===== src/rtl/uart_tx_sched_pkg.sv =====
// Shared types and constants for the UART transmit scheduler.
// Optional feature macro: UART_TX_SCHED_HDR_EN (adds the header-byte states).
package uart_tx_sched_pkg;

   // FSM state encoding; the header states exist only when the header feature is built in
   typedef enum logic [2:0] {
      IDLE          = 3'd0,
      LOAD          = 3'd1,
      WAIT_BUSY     = 3'd2,
      WAIT_DONE     = 3'd3,
      DONE          = 3'd4
`ifdef UART_TX_SCHED_HDR_EN
      , HDR_LOAD    = 3'd5,
      HDR_WAIT_BUSY = 3'd6,
      HDR_WAIT_DONE = 3'd7
`endif
   } state_e;

   // Upper nibble that marks a header byte on the wire
   localparam logic [3:0] HDR_NIBBLE = 4'hA;

   // Header byte: marker nibble above the requester index
   function automatic logic [7:0] hdr_byte(input logic [3:0] id);
      return {HDR_NIBBLE, id};
   endfunction

endpackage


===== src/rtl/uart_tx_scheduler_rr_arbiter.sv =====
// Combinational round-robin pick: scans from ptr+1 upward with wrap and
// returns the first requesting index. Reusable for any shared resource.
module rr_arbiter #(
   parameter int N   = 4,
   parameter int IDW = 2
) (
   input  logic [N-1:0]   req_i,
   input  logic [IDW-1:0] ptr_i,
   output logic           valid_o,
   output logic [IDW-1:0] winner_o
);

   // Priority scan starting just after the last served requester
   always_comb begin
      logic [IDW-1:0] idx_s;
      valid_o  = 1'b0;
      winner_o = '0;
      idx_s    = '0;
      for (int k = 1; k <= N; k++) begin
         idx_s = IDW'((int'(ptr_i) + k) % N);
         if (!valid_o && req_i[idx_s]) begin
            valid_o  = 1'b1;
            winner_o = idx_s;
         end else begin
            valid_o  = valid_o;
         end
      end
   end

endmodule


===== src/rtl/uart_tx_scheduler.sv =====
// Shares one UART transmitter among NUM_REQ byte requesters (round robin).
// Each grant: load tx_data, pulse tx_wr_en, wait for tx_busy to rise and
// fall (with a start timeout), then pulse ack for the owner.
// Optional feature macro: UART_TX_SCHED_HDR_EN -- a header byte
// {4'hA, grant_id} is sent before each payload byte.
module uart_tx_scheduler
   import uart_tx_sched_pkg::*;
#(
   parameter  int NUM_REQ      = 4,
   parameter  int DATA_BITS    = 8,
   parameter  int BUSY_TIMEOUT = 16,
   localparam int IDW          = (NUM_REQ > 1) ? $clog2(NUM_REQ) : 1
) (
   input  logic                         clk_50m,
   input  logic                         rst,
   input  logic [NUM_REQ-1:0]           req,
   input  logic [NUM_REQ*DATA_BITS-1:0] req_data,
   output logic [NUM_REQ-1:0]           ack,
   output logic                         err_timeout,
   output logic [DATA_BITS-1:0]         tx_data,
   output logic                         tx_wr_en,
   input  logic                         tx_busy,
   output logic                         busy,
   output logic [IDW-1:0]               grant_id
);

   // Counter only needs to reach BUSY_TIMEOUT-2: the final WAIT_BUSY cycle
   // decides the abort, so the aborting ack lands BUSY_TIMEOUT cycles after wr.
   localparam int CW = (BUSY_TIMEOUT > 2) ? $clog2(BUSY_TIMEOUT) : 1;
   localparam logic [CW-1:0] CNT_LAST = CW'(BUSY_TIMEOUT - 2);

   state_e                 state_q, state_d;
   logic [IDW-1:0]         ptr_q, ptr_d;
   logic [IDW-1:0]         grant_q, grant_d;
   logic [DATA_BITS-1:0]   data_q, data_d;
   logic                   wr_q, wr_d;
   logic [NUM_REQ-1:0]     ack_q, ack_d;
   logic                   err_q, err_d;
   logic                   busy_q, busy_d;
   logic [CW-1:0]          cnt_q, cnt_d;
   logic                   abort_q, abort_d;
`ifdef UART_TX_SCHED_HDR_EN
   logic [DATA_BITS-1:0]   pay_q, pay_d;
   logic [DATA_BITS-1:0]   hdr_s;
`endif

   logic                   rr_valid_s;
   logic [IDW-1:0]         rr_winner_s;
   logic [DATA_BITS-1:0]   req_bytes_s [NUM_REQ];

   for (genvar gi = 0; gi < NUM_REQ; gi++) begin : g_bytes
      assign req_bytes_s[gi] = req_data[gi*DATA_BITS +: DATA_BITS];
   end

   rr_arbiter #(
      .N   (NUM_REQ),
      .IDW (IDW)
   ) u_arb (
      .req_i    (req),
      .ptr_i    (ptr_q),
      .valid_o  (rr_valid_s),
      .winner_o (rr_winner_s)
   );

`ifdef UART_TX_SCHED_HDR_EN
   // Header byte for the requester currently winning arbitration
   always_comb begin
      hdr_s = DATA_BITS'(hdr_byte(4'(rr_winner_s)));
   end
`endif

   // Next-state logic and next values of every registered output
   always_comb begin
      state_d = state_q;
      ptr_d   = ptr_q;
      grant_d = grant_q;
      data_d  = data_q;
      cnt_d   = cnt_q;
      abort_d = abort_q;
`ifdef UART_TX_SCHED_HDR_EN
      pay_d   = pay_q;
`endif
      case (state_q)
         IDLE: begin
            // A transmitter left busy across our reset must finish first
            if (rr_valid_s && !tx_busy) begin
               grant_d = rr_winner_s;
`ifdef UART_TX_SCHED_HDR_EN
               data_d  = hdr_s;
               pay_d   = req_bytes_s[rr_winner_s];
               state_d = HDR_LOAD;
`else
               data_d  = req_bytes_s[rr_winner_s];
               state_d = LOAD;
`endif
            end else begin
               state_d = IDLE;
            end
         end
         LOAD: begin
            cnt_d   = '0;
            state_d = WAIT_BUSY;
         end
         WAIT_BUSY: begin
            if (tx_busy) begin
               state_d = WAIT_DONE;
            end else if (cnt_q == CNT_LAST) begin
               abort_d = 1'b1;
               state_d = DONE;
            end else begin
               cnt_d = cnt_q + CW'(1);
            end
         end
         WAIT_DONE: begin
            // Frame length depends on baud rate, so no timeout here
            if (!tx_busy) begin
               state_d = DONE;
            end else begin
               state_d = WAIT_DONE;
            end
         end
         DONE: begin
            ptr_d   = grant_q;
            abort_d = 1'b0;
            state_d = IDLE;
         end
`ifdef UART_TX_SCHED_HDR_EN
         HDR_LOAD: begin
            cnt_d   = '0;
            state_d = HDR_WAIT_BUSY;
         end
         HDR_WAIT_BUSY: begin
            if (tx_busy) begin
               state_d = HDR_WAIT_DONE;
            end else if (cnt_q == CNT_LAST) begin
               // Header never started: skip the payload and report
               abort_d = 1'b1;
               state_d = DONE;
            end else begin
               cnt_d = cnt_q + CW'(1);
            end
         end
         HDR_WAIT_DONE: begin
            // Payload only replaces tx_data once the transmitter is idle
            if (!tx_busy) begin
               data_d  = pay_q;
               state_d = LOAD;
            end else begin
               state_d = HDR_WAIT_DONE;
            end
         end
`endif
         default: begin
            state_d = IDLE;
         end
      endcase

      // Outputs follow the state being entered so they are registered
      wr_d   = (state_d == LOAD)
`ifdef UART_TX_SCHED_HDR_EN
               || (state_d == HDR_LOAD)
`endif
               ;
      busy_d = (state_d != IDLE);
      ack_d  = '0;
      if (state_d == DONE) begin
         ack_d[grant_d] = 1'b1;
         err_d          = abort_d;
      end else begin
         err_d = 1'b0;
      end
   end

   // State and output registers with synchronous reset
   always_ff @(posedge clk_50m) begin
      if (rst) begin
         state_q <= IDLE;
         ptr_q   <= IDW'(NUM_REQ - 1);
         grant_q <= '0;
         data_q  <= '0;
         wr_q    <= 1'b0;
         ack_q   <= '0;
         err_q   <= 1'b0;
         busy_q  <= 1'b0;
         cnt_q   <= '0;
         abort_q <= 1'b0;
`ifdef UART_TX_SCHED_HDR_EN
         pay_q   <= '0;
`endif
      end else begin
         state_q <= state_d;
         ptr_q   <= ptr_d;
         grant_q <= grant_d;
         data_q  <= data_d;
         wr_q    <= wr_d;
         ack_q   <= ack_d;
         err_q   <= err_d;
         busy_q  <= busy_d;
         cnt_q   <= cnt_d;
         abort_q <= abort_d;
`ifdef UART_TX_SCHED_HDR_EN
         pay_q   <= pay_d;
`endif
      end
   end

   assign ack         = ack_q;
   assign err_timeout = err_q;
   assign tx_data     = data_q;
   assign tx_wr_en    = wr_q;
   assign busy        = busy_q;
   assign grant_id    = grant_q;

endmodule


===== config.mk =====
export PLATFORM = sky130hd
export DESIGN_NAME = uart_tx_scheduler
export DESIGN_NICKNAME = d
export VERILOG_FILES = /design/src/rtl/uart_tx_sched_pkg.sv /design/src/rtl/uart_tx_scheduler_rr_arbiter.sv /design/src/rtl/uart_tx_scheduler.sv
export SDC_FILE = /design/constraint.sdc
export NUM_CORES = 1
export LEC_CHECK = 0
export ABC_CLOCK_PERIOD_IN_PS = 1800
export BUFFER_PORTS_ARGS = -buffer_cell sky130_fd_sc_hd__buf_2
export CAP_MARGIN = 0
export CORE_MARGIN = 2
export CORE_UTILIZATION = 33
export CTS_CLUSTER_SIZE = 24
export DETAILED_ROUTE_END_ITERATION = 12
export MAX_ROUTING_LAYER = met4
export SYNTH_ARGS = -nofsm -noshare
export SYNTH_HDL_FRONTEND = slang
export SYNTH_SLANG_ARGS = --single-unit

===== constraint.sdc =====
create_clock -name clk_50m -period 1.8 [get_ports clk_50m]
set_clock_uncertainty 0.2 [all_clocks]
set_input_delay 0.36 -clock clk_50m [delete_from_list [all_inputs] [get_ports clk_50m]]
set_output_delay 0.36 -clock clk_50m [all_outputs]
set_load 0.01 [all_outputs]

==> out/results.txt, run 1 <==
The run finished with clean final reports. The netlist area before placement is 1436 um^2. CTS placed an instance of sky130_fd_sc_hd__clkbuf_8 at the clock tree root. Sequential cells were found to cover 37.63% of the synthesized design area. The startpoint type of the worst setup path is a primary input. For the largest net degree at the start of global routing, the log shows 18. The layer with the highest usage after global routing is met2.

The final count of pins violating max slew came out at 0. The initial core utilization was 35.15%. The tools report the met1 track demand over resource in global routing as 18.01%.

For met2 alone, demand over resource in global routing was 18.62%. The tightest min-delay check is of the primary input to register type. In the post-synthesis netlist, the biggest area contributors are sky130_fd_sc_hd__dfxtp_1 38%, sky130_fd_sc_hd__mux2i_1 13%, sky130_fd_sc_hd__o21ai_2 4.3%. The die is 69.98 um wide. After synthesis the netlist holds a flip-flop and latch count of 27. After the last flow step, the layout net total stands at 262. The Yosys step of the flow raised 0 warnings. Worst endpoint required time: 1.78 ns. Total wire length: 3153 um. The startpoint identified for the worst hold timing path is rst. The share of synthesized area in the top cell type comes to 37.63%. Once layout is done, the placed cells without fillers occupy 2048 um^2. The average cell area after synthesis was 9.771 um^2; the maximum fanout count along the critical path was 5. Setup violations remaining at the end of the flow were counted as 0. In this run the power density over the cells is 651.5 nW/um^2.

The floorplan step defined a die boundary enclosing 4897 um^2. The clock sink count is 27. The final design utilization came out at 50.12%. The tools report the maximum ir drop on the vdd rail as 0.0003580 V.

The transition at the pin with the smallest max-transition slack is 0.2887 ns. The worst setup path is of the primary input to register kind. For this run, the leading register cell type out of synthesis is sky130_fd_sc_hd__dfxtp_1. The proportion of synthesized flip-flops having asynchronous set or reset was 0%; the total CTS buffers was 3.

Counting flops with a built-in enable in the synthesized netlist gives 0. For the number of global-route vias before repair, the log shows 1143. The worst register-to-register path begins at ptr_q[0]. The tools report the top-level port count as 56.

The global-route wire length before repair is 5043 um. Number of diodes added for antenna fixing: 0. The count of buffers added on input and output ports is 55. The library cells used most frequently in the layout, excluding fill and tap cells, are 53 x sky130_fd_sc_hd__buf_2, 25 x sky130_fd_sc_hd__dfxtp_1, 18 x sky130_fd_sc_hd__buf_4.

The average via count per standard cell was 4.722. Synthesis produced a netlist with a net count of 188. The total number of H-tree levels was 1.

The tools report the type of destination of the critical path as a register. The worst setup path startpoint is req[2]. The worst path uses 97.31% of the clock period. The post-synthesis cell type count was 39; the number of antenna violations at the first check in global routing was 0.

Instance area at placement: 1916 um^2. For the total of max-cap violations, the log shows 0. At the end of routability-driven placement, the weighted congestion stood at 0.8625.

TritonCTS built the clock tree. The tools report the achievable frequency as 570.9 MHz. In the final routed layout, each cell accounts on average for 11.68 um.

The first TritonRoute pass finished after 4 iterations. Synthesis handed over a netlist of 147 instances. The post-route netlist has 51.36% of its cells at a drive strength greater than 1.

For this run, the total global-route usage over all layers was measured as 13.01%. Data on the critical path arrives at its endpoint at 1.73 ns. In this run the tightest slew margin relative to its limit is 80.37%. In the routed design, unresolved DRC markers number 0.

The placeable core region was 4086 um^2. The clock period minus final worst setup slack came out at 1.752 ns. The logs give 1275 for the overall via count from detail_route and 0 for the number of endpoints with negative hold slack in the final report.

The number of standard-cell rows in the floorplan is 23. The longest clock path from root to sink contains 2 buffers. Once detail routing completed, the nets flagged for antenna violations numbered 0.

The tools report the fill cell instance count of the final layout as 398. The run gives 0.9350 nW as the standby leakage power. Most common cell after layout, fill and taps aside: sky130_fd_sc_hd__buf_2. Relative to the synthesized area, the layout overhead comes to 42.60%.

The clock-pin slew of the registers on the worst-case setup and hold paths was 0.09 ns. The later pin in the worst-skew pair is clocked with a latency of 0.27 ns. For this block, the initial DRC count from the detailed router was 64. For this run, global-route usage on met3 was measured as 2.886%. sky130_fd_sc_hd__dfxtp_1 takes more of the synthesized area than any other cell. The run gives 0 as the remaining global-route overflow.

Setup repair after global routing could not meet its margin everywhere. The count of hold buffers inserted by post-cts repair was 0. Measured along the y axis, the die boundary spans 69.98 um. The tools report the half-perimeter wire length after detailed placement as 2397 um.
-- repair_timing --
item | in CTS | in global routing
endpoints found under the setup margin | 7 | 16
cloned | 0 | 0
pin swaps | 0 | 4
hold endpoints to repair | 0 | 0
buffers inserted | 0 | 1
resized for setup | 2 | 17
-- per-layer routing --
layer / vias up / part of all wire [%]
met2: 53 / 42
met4: 0 / 1.4
li1: 674 / -
met5: - / 0
met1: 544 / 50
met3: 4 / 6.3
-- final timing paths --
check | depth (start not counted) | slack (ns) | end
setup / recovery | 5 | 0.05 | ack[2]
setup reg to reg | 6 | 0.06 | tx_data[1]
hold / removal | 2 | 0.18 | cnt_q[1]
hold reg to reg | 2 | 0.29 | tx_data[6]
-- flip-flops by register name, indices dropped and copies added, names as in the netlist --
name / cells
err_timeout: 1
tx_wr_en: 1
tx_data: 8
ptr_q: 2
state_q: 3
cnt_q: 4
abort_q: 1
busy: 1
ack: 4
grant_id: 2
-- area by class of cell --
cell class / instances / area [um^2] / share of cell area [%]
multi-input combinational: 108 / 903.4 / 44.11
sequential: 27 / 543.0 / 26.51
timing repair buffer: 76 / 474.2 / 23.15
tap: 50 / 62.56 / 3.054
clock buffer: 3 / 41.29 / 2.016
inverter: 5 / 18.77 / 0.9163
clock inverter: 1 / 5.005 / 0.2443
-- kinds of logic after synthesis --
family	synth area share, %
and+or+nand+nor	18.55
AOI/OAI and AO/OA	16.38
DFF	37.63
muxes	19.60
buffers and inverters	4.878
xor gates and xnor gates	1.220
adders and majority gates	1.742
-- Yosys cell counts (3+ instances only) --
master	instances
sky130_fd_sc_hd__nand2b_1	4
sky130_fd_sc_hd__mux2_2	5
sky130_fd_sc_hd__inv_1	5
sky130_fd_sc_hd__o21ai_0	5
sky130_fd_sc_hd__clkbuf_1	4
sky130_fd_sc_hd__mux2_4	3
sky130_fd_sc_hd__nand2_1	4
sky130_fd_sc_hd__mux2i_1	18
sky130_fd_sc_hd__a21oi_1	6
sky130_fd_sc_hd__dfxtp_1	27
sky130_fd_sc_hd__and3_1	3
sky130_fd_sc_hd__nand3b_1	8
sky130_fd_sc_hd__nor2_1	12
sky130_fd_sc_hd__nand3_1	3
sky130_fd_sc_hd__nor3b_1	3
sky130_fd_sc_hd__o21ai_2	7
-- critical path, stage by stage --
cell and delay [ns]:
sky130_fd_sc_hd__buf_6 0.10, sky130_fd_sc_hd__or4_4 0.52, sky130_fd_sc_hd__nand4_1 0.18, sky130_fd_sc_hd__mux2i_2 0.35, sky130_fd_sc_hd__and3b_1 0.21
-- through the flow --
step / std cells / setup WS (ns) / hold WS (ns) / power, mW / TNS (ns)
2_1_floorplan: 147 / -0.03021 / 0.2773 / 0.8469 / -0.1449
3_3_place_gp: 265 / -0.2103 / 0.2739 / 0.9870 / -2.826
3_5_place_dp: 265 / -0.2666 / 0.2704 / 0.9856 / -3.349
4_1_cts: 269 / 0.006417 / 0.1810 / 1.329 / 0
5_1_grt: 270 / -0.02941 / 0.1964 / 1.397 / -0.1060
6_report: 270 / 0.04845 / 0.1846 / 1.334 / 0
-- power by group --
part / internal [mW] / switching, mW / total (mW)
Sequential: 0.628 / 0.0147 / 0.642
Clock: 0.155 / 0.191 / 0.346
Combinational: 0.189 / 0.157 / 0.346
Total: 0.972 / 0.363 / 1.33
No activity file was read; power rests on OpenSTA's default activity.
==> run 2: changes to the inputs <==
--- a/config.mk
+++ b/config.mk
@@ -13,6 +13,8 @@
 export CTS_CLUSTER_SIZE = 24
 export DETAILED_ROUTE_END_ITERATION = 12
 export MAX_ROUTING_LAYER = met4
+export PLACE_DENSITY = 0.65
 export SYNTH_ARGS = -nofsm -noshare
 export SYNTH_HDL_FRONTEND = slang
+export SYNTH_HIERARCHICAL = 1
 export SYNTH_SLANG_ARGS = --single-unit
==> out/results.txt, run 2 <==
By count the netlist is led by 27 x sky130_fd_sc_hd__dfxtp_1, 17 x sky130_fd_sc_hd__nand3_1, 15 x sky130_fd_sc_hd__a21oi_1. The checks that failed: negative setup slack. The clock-pin slew of the registers on the worst-case setup and hold paths works out to 0.10 ns (about the same).

Setup repair after global routing could not meet its margin everywhere. The worst setup slack for register-to-register paths is -0.08 ns (-0.14 ns), and the worst-case hold slack is 0.1743 ns (-0.01030 ns). The proportion of synthesized flip-flops having asynchronous set or reset came out at 0% (unchanged). For the number of diodes added for antenna fixing, the log shows 0 (unchanged). In the synthesized netlist the dominant register cell turns out to be sky130_fd_sc_hd__dfxtp_1. The tools report the netlist area before placement as 1380 um^2 (-3.9%). The hold-critical path depth was 3 (+1); the met2 layer wire length in the routed design was 1487 um (+12%). The run gives 0.7850 (-9.0%) as the routability-driven placement congestion ratio. For the total of max-cap violations, the log shows 0 (unchanged).

The buffer type at the clock tree root was sky130_fd_sc_hd__clkbuf_8. The post-synthesis sequential area ratio is 39.17% (+1.5 points). Clock insertion delay at the later pin of the skew report: 0.28 ns (about the same). The maximum fanout count along the critical path is 9 (+4).

For the number of synthesis warnings, the log shows 6 (+6). The routed length per instance is 12.35 um (+5.8%), and the post-synthesis cell type count is 40 (+2.6%). The transition at the pin with the smallest max-transition slack came out at 0.5566 ns (+0.2679 ns). The internal power of the cells was 0.9339 mW (-3.9%). The worst endpoint required time was 1.78 ns (about the same).

The cell count after synthesis is 144 (-2.0%), and the global-route wire length before repair is 5264 um (+4.4%). Top cell type by total area after synthesis: sky130_fd_sc_hd__dfxtp_1. The logs give 15.42% (+2.4 points) for the overall fraction of global-route tracks in use and 8 (+8) for the number of setup violations in the final report. The die extent in y was 68.67 um (-1.9%); the top-level port count was 56 (unchanged).

The remaining number of nets flagged by the antenna check after routing is 0 (unchanged), and the average cell area after synthesis is 9.584 um^2 (-1.9%). The tools report the post-detailed-route DRC marker count as 0 (unchanged). Number of antenna violations at the first check in global routing: 0 (unchanged). The switching share of power was 27.08% (-0.092 points). For the worst slew margin relative to its limit, the log shows 62.74% (-18 points). The logs give 23 (unchanged) for the number of standard-cell rows in the floorplan and 4 (unchanged) for the length of the first detailed-routing pass in iterations. The total number of H-tree levels is 1 (unchanged). The fraction of final layout cells with drive strength greater than 1 was 48.61% (-2.8 points). Horizontal die dimension: 68.67 um (-1.9%).

Final design utilization: 48.55% (-1.6 points). Startpoint type of the worst setup path: a register. The final standard cell area without fillers is 1942 um^2 (-5.2%). The tools report the full die area as 4716 um^2 (-3.7%). The run finished, with violations left.

The highest layer used for signal routing is met4. The initial core utilization was 34.50% (-0.65 points); the flip-flop count of the largest register after layout was 8 (unchanged). The tools report the detailed-routing wirelength on met1 as 1553 um (-1.6%). The tools report the fill cell instance count of the final layout as 394 (-1.0%).

Sorting the synthesized cells by area gives the leading types as sky130_fd_sc_hd__dfxtp_1 39%, sky130_fd_sc_hd__mux4_2 13%, sky130_fd_sc_hd__nand3_1 6.2%. The total power of the final layout is 1.281 mW (-4.0%). The achievable frequency is 533.3 MHz (-6.6%), and the worst endpoint data arrival time is 1.85 ns (+0.12 ns).

The part of the total power dissipated in sequential elements is 50.0% (+1.9 points), and the clock sink count is 27 (unchanged). The most common cell after layout, fill and taps aside is sky130_fd_sc_hd__buf_2. The run gives 1331 (+4.4%) as the overall via count from detail_route. For the total CTS buffers, the log shows 3 (unchanged). Capture point of the worst reg-to-reg path: tx_data[0]. The number of nets produced by synthesis was 185 (-1.6%). Net load switching power: 0.3468 mW (-4.4%).

Among all cell types in the netlist, the one instantiated most often is sky130_fd_sc_hd__dfxtp_1. For the number of nets in the finished design, the log shows 258 (-1.5%). The number of endpoints with negative hold slack in the final report is 0 (unchanged). The count of buffers inserted at the top-level ports was 55 (unchanged). The minimum setup slack in the final design is -0.07509 ns (-0.1235 ns). The cell depth of the worst flop-to-flop path works out to 7 (+1). Fraction of post-synthesis cell area in the top cell type by area: 39.17% (+1.5 points). The path type of the worst setup path is register to register. Compared with the post-synthesis result, the final layout area differs by 40.71%.

The run gives 36 (-44%) as the violation count after the first detailed-route iteration. The worst hold-check path type is primary input to register. The number of storage elements in the synthesis netlist was 27 (unchanged); the largest net degree at the start of global routing was 17 (-1). The total power density per cell area is 659.5 nW/um^2 (+1.2%), and the count of flip-flops with a built-in enable after synthesis is 0 (unchanged). For hold timing, the worst endpoint is state_q[0]. The average via count per standard cell is 5.004 (+6.0%), and the maximum ir drop on the vdd rail is 0.0002599 V (-27%).

The standby leakage power came out at 0.8780 nW (-6.1%). For the number of buffers on the longest clock path, the log shows 2 (unchanged). The half-perimeter wire length after detailed placement was 2522 um (+5.2%); the met3 wire length was 184 um (-7.1%). Clock period minus final worst setup slack: 1.875 ns (+0.1235 ns). The instance area at placement is 1841 um^2 (-3.9%), and the final period utilization is 104.2% (+6.9 points).

The startpoint identified for the worst hold timing path is tx_busy. The final count of pins violating max slew was 0 (unchanged); the relative contribution of combinational cells to total power was 21.8% (-4.2 points). Leaving out fill and tap cells, the most frequent cells in the layout are 55 x sky130_fd_sc_hd__buf_2, 26 x sky130_fd_sc_hd__dfxtp_1, 21 x sky130_fd_sc_hd__buf_4.

The run gives 4000 um^2 (-2.1%) as the placeable core region. The type of destination of the critical path was a register. The power share of the clock group came out at 28.2% (+2.3 points). TritonCTS built the clock tree. The number of global-route vias before repair is 1193 (+4.4%).

The remaining global-route overflow is 0 (unchanged). In this run the critical register-to-register path is launched from ptr_q[1]. The total wire length is 3286 um (+4.2%).
-- run 2: power groups by stage --
stage / Combinational [mW] / Clock, mW / Sequential [mW]
finish: 0.279 / 0.361 / 0.641
global route: 0.308 / 0.382 / 0.644
CTS: 0.273 / 0.369 / 0.642
detailed placement: 0.269 / 0 / 0.656
global placement: 0.268 / 0 / 0.655
floorplan: 0.145 / 0 / 0.662
-- run 2: final cells by class --
class                   count  area (um^2)  area share (%)
clock buffers               3        41.29           2.126
repair buffers             77        452.9           23.32
clock inverters             1        7.507          0.3866
well taps                  50        62.56           3.222
flip-flops and latches     27        544.3           28.03
inverters                   5        18.77          0.9665
multi-input cells         103        814.5           41.95
-- run 2: logic make-up after synthesis --
kind of cell	synth area share, %
and+or+nand+nor	23.66
AOI/OAI and AO/OA	15.23
DFF	39.17
buffers and inverters	4.804
muxes	15.32
adders and majority gates	1.813
-- run 2: through the flow --
step	TNS (ns)	cells	setup slack, ns
after global routing	-1.095	266	-0.1529
after detailed placement	-2.829	261	-0.2900
after floorplan	-0.7539	144	-0.09745
after CTS	-0.5707	266	-0.08828
final	-0.4451	266	-0.07509
after global placement	-2.703	261	-0.2786
-- run 2: worst max path at each step --
| stage | startpoint | endpoint | cells past startpoint |
|---|---|---|---|
| 2_1_floorplan | req[2] | tx_data[0] | 7 |
| 3_3_place_gp | req[2] | tx_data[0] | 8 |
| 3_5_place_dp | req[2] | tx_data[0] | 8 |
| 4_1_cts | ptr_q[1] | tx_data[0] | 7 |
| 5_1_grt | ptr_q[1] | tx_data[5] | 7 |
| 6_report | ptr_q[1] | tx_data[0] | 7 |
-- run 2: critical path: stages (launching register included) --
cell and delay (ns):
sky130_fd_sc_hd__dfxtp_4 0.37, sky130_fd_sc_hd__nand2b_4 0.12, sky130_fd_sc_hd__a21oi_2 0.05, sky130_fd_sc_hd__o221ai_2 0.20, sky130_fd_sc_hd__buf_12 0.17, sky130_fd_sc_hd__mux4_2 0.51
sky130_fd_sc_hd__nand3_2 0.10, sky130_fd_sc_hd__a21oi_2 0.05
-- run 2: timing repair --
| action | in CTS | in global routing |
|---|---|---|
| endpoints found under the setup margin | 9 | 13 |
| setup buffers | 1 | 0 |
| hold buffers | 0 | 0 |
| gates resized for setup | 3 | 8 |
| pin swaps | 0 | 0 |
-- run 2: routing by layer --
layer,global-route usage [%],vias to the layer above
li1,-,678
met4,7.500,0
met3,2.273,4
met2,23.92,52
met1,19.64,597
met5,-,-
==> run 3: changes to the inputs <==
--- a/config.mk
+++ b/config.mk
@@ -14,6 +14,7 @@
 export DETAILED_ROUTE_END_ITERATION = 12
 export MAX_ROUTING_LAYER = met4
 export PLACE_DENSITY = 0.65
+export SETUP_SLACK_MARGIN = 0.05
 export SYNTH_ARGS = -nofsm -noshare
 export SYNTH_HDL_FRONTEND = slang
 export SYNTH_HIERARCHICAL = 1
==> out/results.txt, run 3 (synthesis results as in run 2) <==
Walking the worst path, the cells encountered are nand2b_4, a21oi_2, o221ai_2, buf_12, mux4_2, nand3_2, a21oi_2. The number of antenna violations at the first check in global routing was 0 (unchanged). Number of setup violations in the final report: 8 (unchanged). The library cell used most frequently in the layout, excluding fill and tap cells, is sky130_fd_sc_hd__buf_2. The tools report the full die area as 4716 um^2 (unchanged). Minimum setup slack in the final design: -0.07719 ns (-0.002096 ns). The worst endpoint required time came out at 1.78 ns (about the same).

For the standby leakage power, the log shows 0.8835 nW (+0.62%). The final count of pins violating max slew is 0 (unchanged), and the clock period minus final worst setup slack is 1.877 ns (+0.002096 ns). Horizontal die dimension: 68.67 um (unchanged). The placed cell count is 261 (unchanged). The kind of cell with the highest combined delay along the critical path is multiplexers.

The placeable core region is 4000 um^2 (unchanged). The run gives -0.4623 ns (-0.01719 ns) as the setup TNS. The length of the first detailed-routing pass in iterations was 4 (unchanged); the worst slew margin relative to its limit was 62.88% (+0.14 points). The switching share of power was 27.08% (about the same); the die extent in y was 68.67 um (unchanged).

The logs give 28.0% (-0.2 points) for the power share of the clock group and 0.9371 mW (+0.35%) for the internal power of the cells. The tools report the half-perimeter wire length after detailed placement as 2522 um (unchanged). Among all stages on the critical path, the largest delay is contributed by sky130_fd_sc_hd__mux4_2.

The routed length per instance works out to 12.45 um (+0.82%). The path type of the worst setup path is register to register. The post-detailed-route DRC marker count was 0 (unchanged). The total of max-cap violations came out at 0 (unchanged). Type of destination of the critical path: a register. The largest net degree at the start of global routing was 17 (unchanged). The count of placed standard cells in the final layout, fillers left out is 266 (unchanged). The tools report the startpoint type of the worst setup path as a register. The total power density per cell area was 655.9 nW/um^2 (-0.55%); the number of nets in the finished design was 258 (unchanged). The overall fraction of global-route tracks in use is 15.45% (+0.035 points).

The number of standard-cell rows in the floorplan came out at 23 (unchanged). The count of buffers inserted at the top-level ports was 55 (unchanged). The worst hold path belongs to the class primary input to register. The most frequent cell on the critical path was sky130_fd_sc_hd__a21oi_2. The clock sink count is 27 (unchanged). The synthesis-to-finish area growth is 41.98%.

The final reports fail on negative setup slack. The worst endpoint data arrival time came out at 1.85 ns (about the same). The number of buffers on the longest clock path was 2 (unchanged). The library cells used most frequently in the layout, excluding fill and tap cells, are 55 x sky130_fd_sc_hd__buf_2, 24 x sky130_fd_sc_hd__dfxtp_1, 20 x sky130_fd_sc_hd__buf_4. The fraction of final layout cells with drive strength greater than 1 is 49.54% (+0.93 points). The flow ran to the end, but the final reports show violations. For the initial core utilization, the log shows 34.50% (unchanged).

The final design utilization came out at 48.98% (+0.44 points). The number of global-route vias before repair came out at 1190 (-0.25%). Maximum fanout count along the critical path: 9 (unchanged).

The global-route wire length before repair is 5278 um (+0.27%). The total wire length is 3313 um (+0.82%). The total CTS buffers was 3 (unchanged); the top-level port count was 56 (unchanged). Total number of H-tree levels: 1 (unchanged). The flip-flop count of the largest register after layout works out to 8 (unchanged). The tools report the number of diodes added for antenna fixing as 0 (unchanged).

The run gives 532.7 MHz (-0.11%) as the achievable frequency. Final period utilization: 104.3% (+0.12 points). The worst stage delay on the critical path came out at 0.51 ns (about the same).

The part of the total power dissipated in sequential elements is 49.9% (about the same). TritonCTS built the clock tree. The clock-pin slew of the registers on the worst-case setup and hold paths was 0.10 ns (about the same).

The logs give 1331 (unchanged) for the overall via count from detail_route and 22.1% (+0.3 points) for the relative contribution of combinational cells to total power. The run gives 0.0002586 V (-0.50%) as the maximum ir drop on the vdd rail. The run gives 0 (unchanged) as the count of hold buffers inserted by post-cts repair. The fill cell instance count of the final layout was 390 (-1.0%); the remaining number of nets flagged by the antenna check after routing was 0 (unchanged). Routability-driven placement congestion ratio: 0.7850 (unchanged).

The net load switching power is 0.3481 mW (+0.36%), and the clock insertion delay at the later pin of the skew report is 0.28 ns (about the same). Setup repair after global routing could not meet its margin everywhere. The transition at the pin with the smallest max-transition slack was 0.5545 ns (-0.002098 ns); the remaining global-route overflow was 0 (unchanged). The tools report the number of endpoints with negative hold slack in the final report as 0 (unchanged). The cell sitting at the root of the clock tree is a sky130_fd_sc_hd__clkbuf_8. The run gives 41 (+14%) as the violation count after the first detailed-route iteration. The number of buffers and inverters on the critical path is 1 (unchanged). Average via count per standard cell: 5.004 (unchanged).
==> run 3: cell counts in the layout (fill, tap and decap cells not counted) <==
Identical to the previous run, type by type.
==> run 3: per-stage QoR <==
stage / instance area, um^2 / worst slack [ns] / hold slack [ns] / total power, mW
final: 1959 / -0.07719 / 0.1662 / 1.285
after detailed placement: 1841 / -0.2900 / 0.2663 / 0.9252
after floorplan: 1386 / -0.09745 / 0.2291 / 0.8067
after global placement: 1841 / -0.2786 / 0.2617 / 0.9234
after global routing: 1959 / -0.1529 / 0.1874 / 1.340
after CTS: 1932 / -0.08828 / 0.1555 / 1.290
==> run 3: timing repair <==
item / 4_1_cts / 5_1_grt
buffers inserted: 1 / 0
resized for setup: 9 / 7
endpoints found under the setup margin: 13 / 12
pin swaps: 0 / 4
==> run 3: worst paths after layout <==
check	slack (ns)	to	cells past startpoint	startpoint
min	0.17	state_q[0]	3	tx_busy
max reg2reg	-0.08	tx_data[0]	7	ptr_q[1]
min reg2reg	0.28	cnt_q[0]	2	cnt_q[0]
max	-0.08	tx_data[0]	7	ptr_q[1]
==> run 3: worst register-to-register path: stages, from the launching register on <==
cell	delay [ns]
sky130_fd_sc_hd__dfxtp_4	0.37
sky130_fd_sc_hd__nand2b_4	0.12
sky130_fd_sc_hd__a21oi_2	0.05
sky130_fd_sc_hd__o221ai_2	0.20
sky130_fd_sc_hd__buf_12	0.17
sky130_fd_sc_hd__mux4_2	0.51
sky130_fd_sc_hd__nand3_2	0.10
sky130_fd_sc_hd__a21oi_2	0.05
==> run 3: layout make-up <==
class	instances	area, um^2	share of cell area, %
inverters	5	18.77	0.9579
repair buffers	77	456.7	23.31
clock buffers	3	41.29	2.107
clock inverters	1	7.507	0.3831
flip-flops and latches	27	546.8	27.91
multi-input cells	103	825.8	42.15
well taps	50	62.56	3.193
==> run 3: routing by layer <==
| metal | up-vias | part of all wire, % | global-route usage, % |
|---|---|---|---|
| met5 | - | 0 | - |
| met4 | 0 | 1.8 | 7.500 |
| met3 | 4 | 5.6 | 2.273 |
| met2 | 52 | 45 | 23.92 |
| met1 | 598 | 48 | 19.74 |
| li1 | 677 | - | - |
==> run 3: power groups by stage <==
| stage | clock network, mW | registers (mW) | logic (mW) |
|---|---|---|---|
| global route | 0.382 | 0.645 | 0.313 |
| global placement | 0 | 0.655 | 0.268 |
| CTS | 0.369 | 0.643 | 0.278 |
| floorplan | 0 | 0.662 | 0.145 |
| detailed placement | 0 | 0.656 | 0.269 |
| finish | 0.360 | 0.641 | 0.284 |
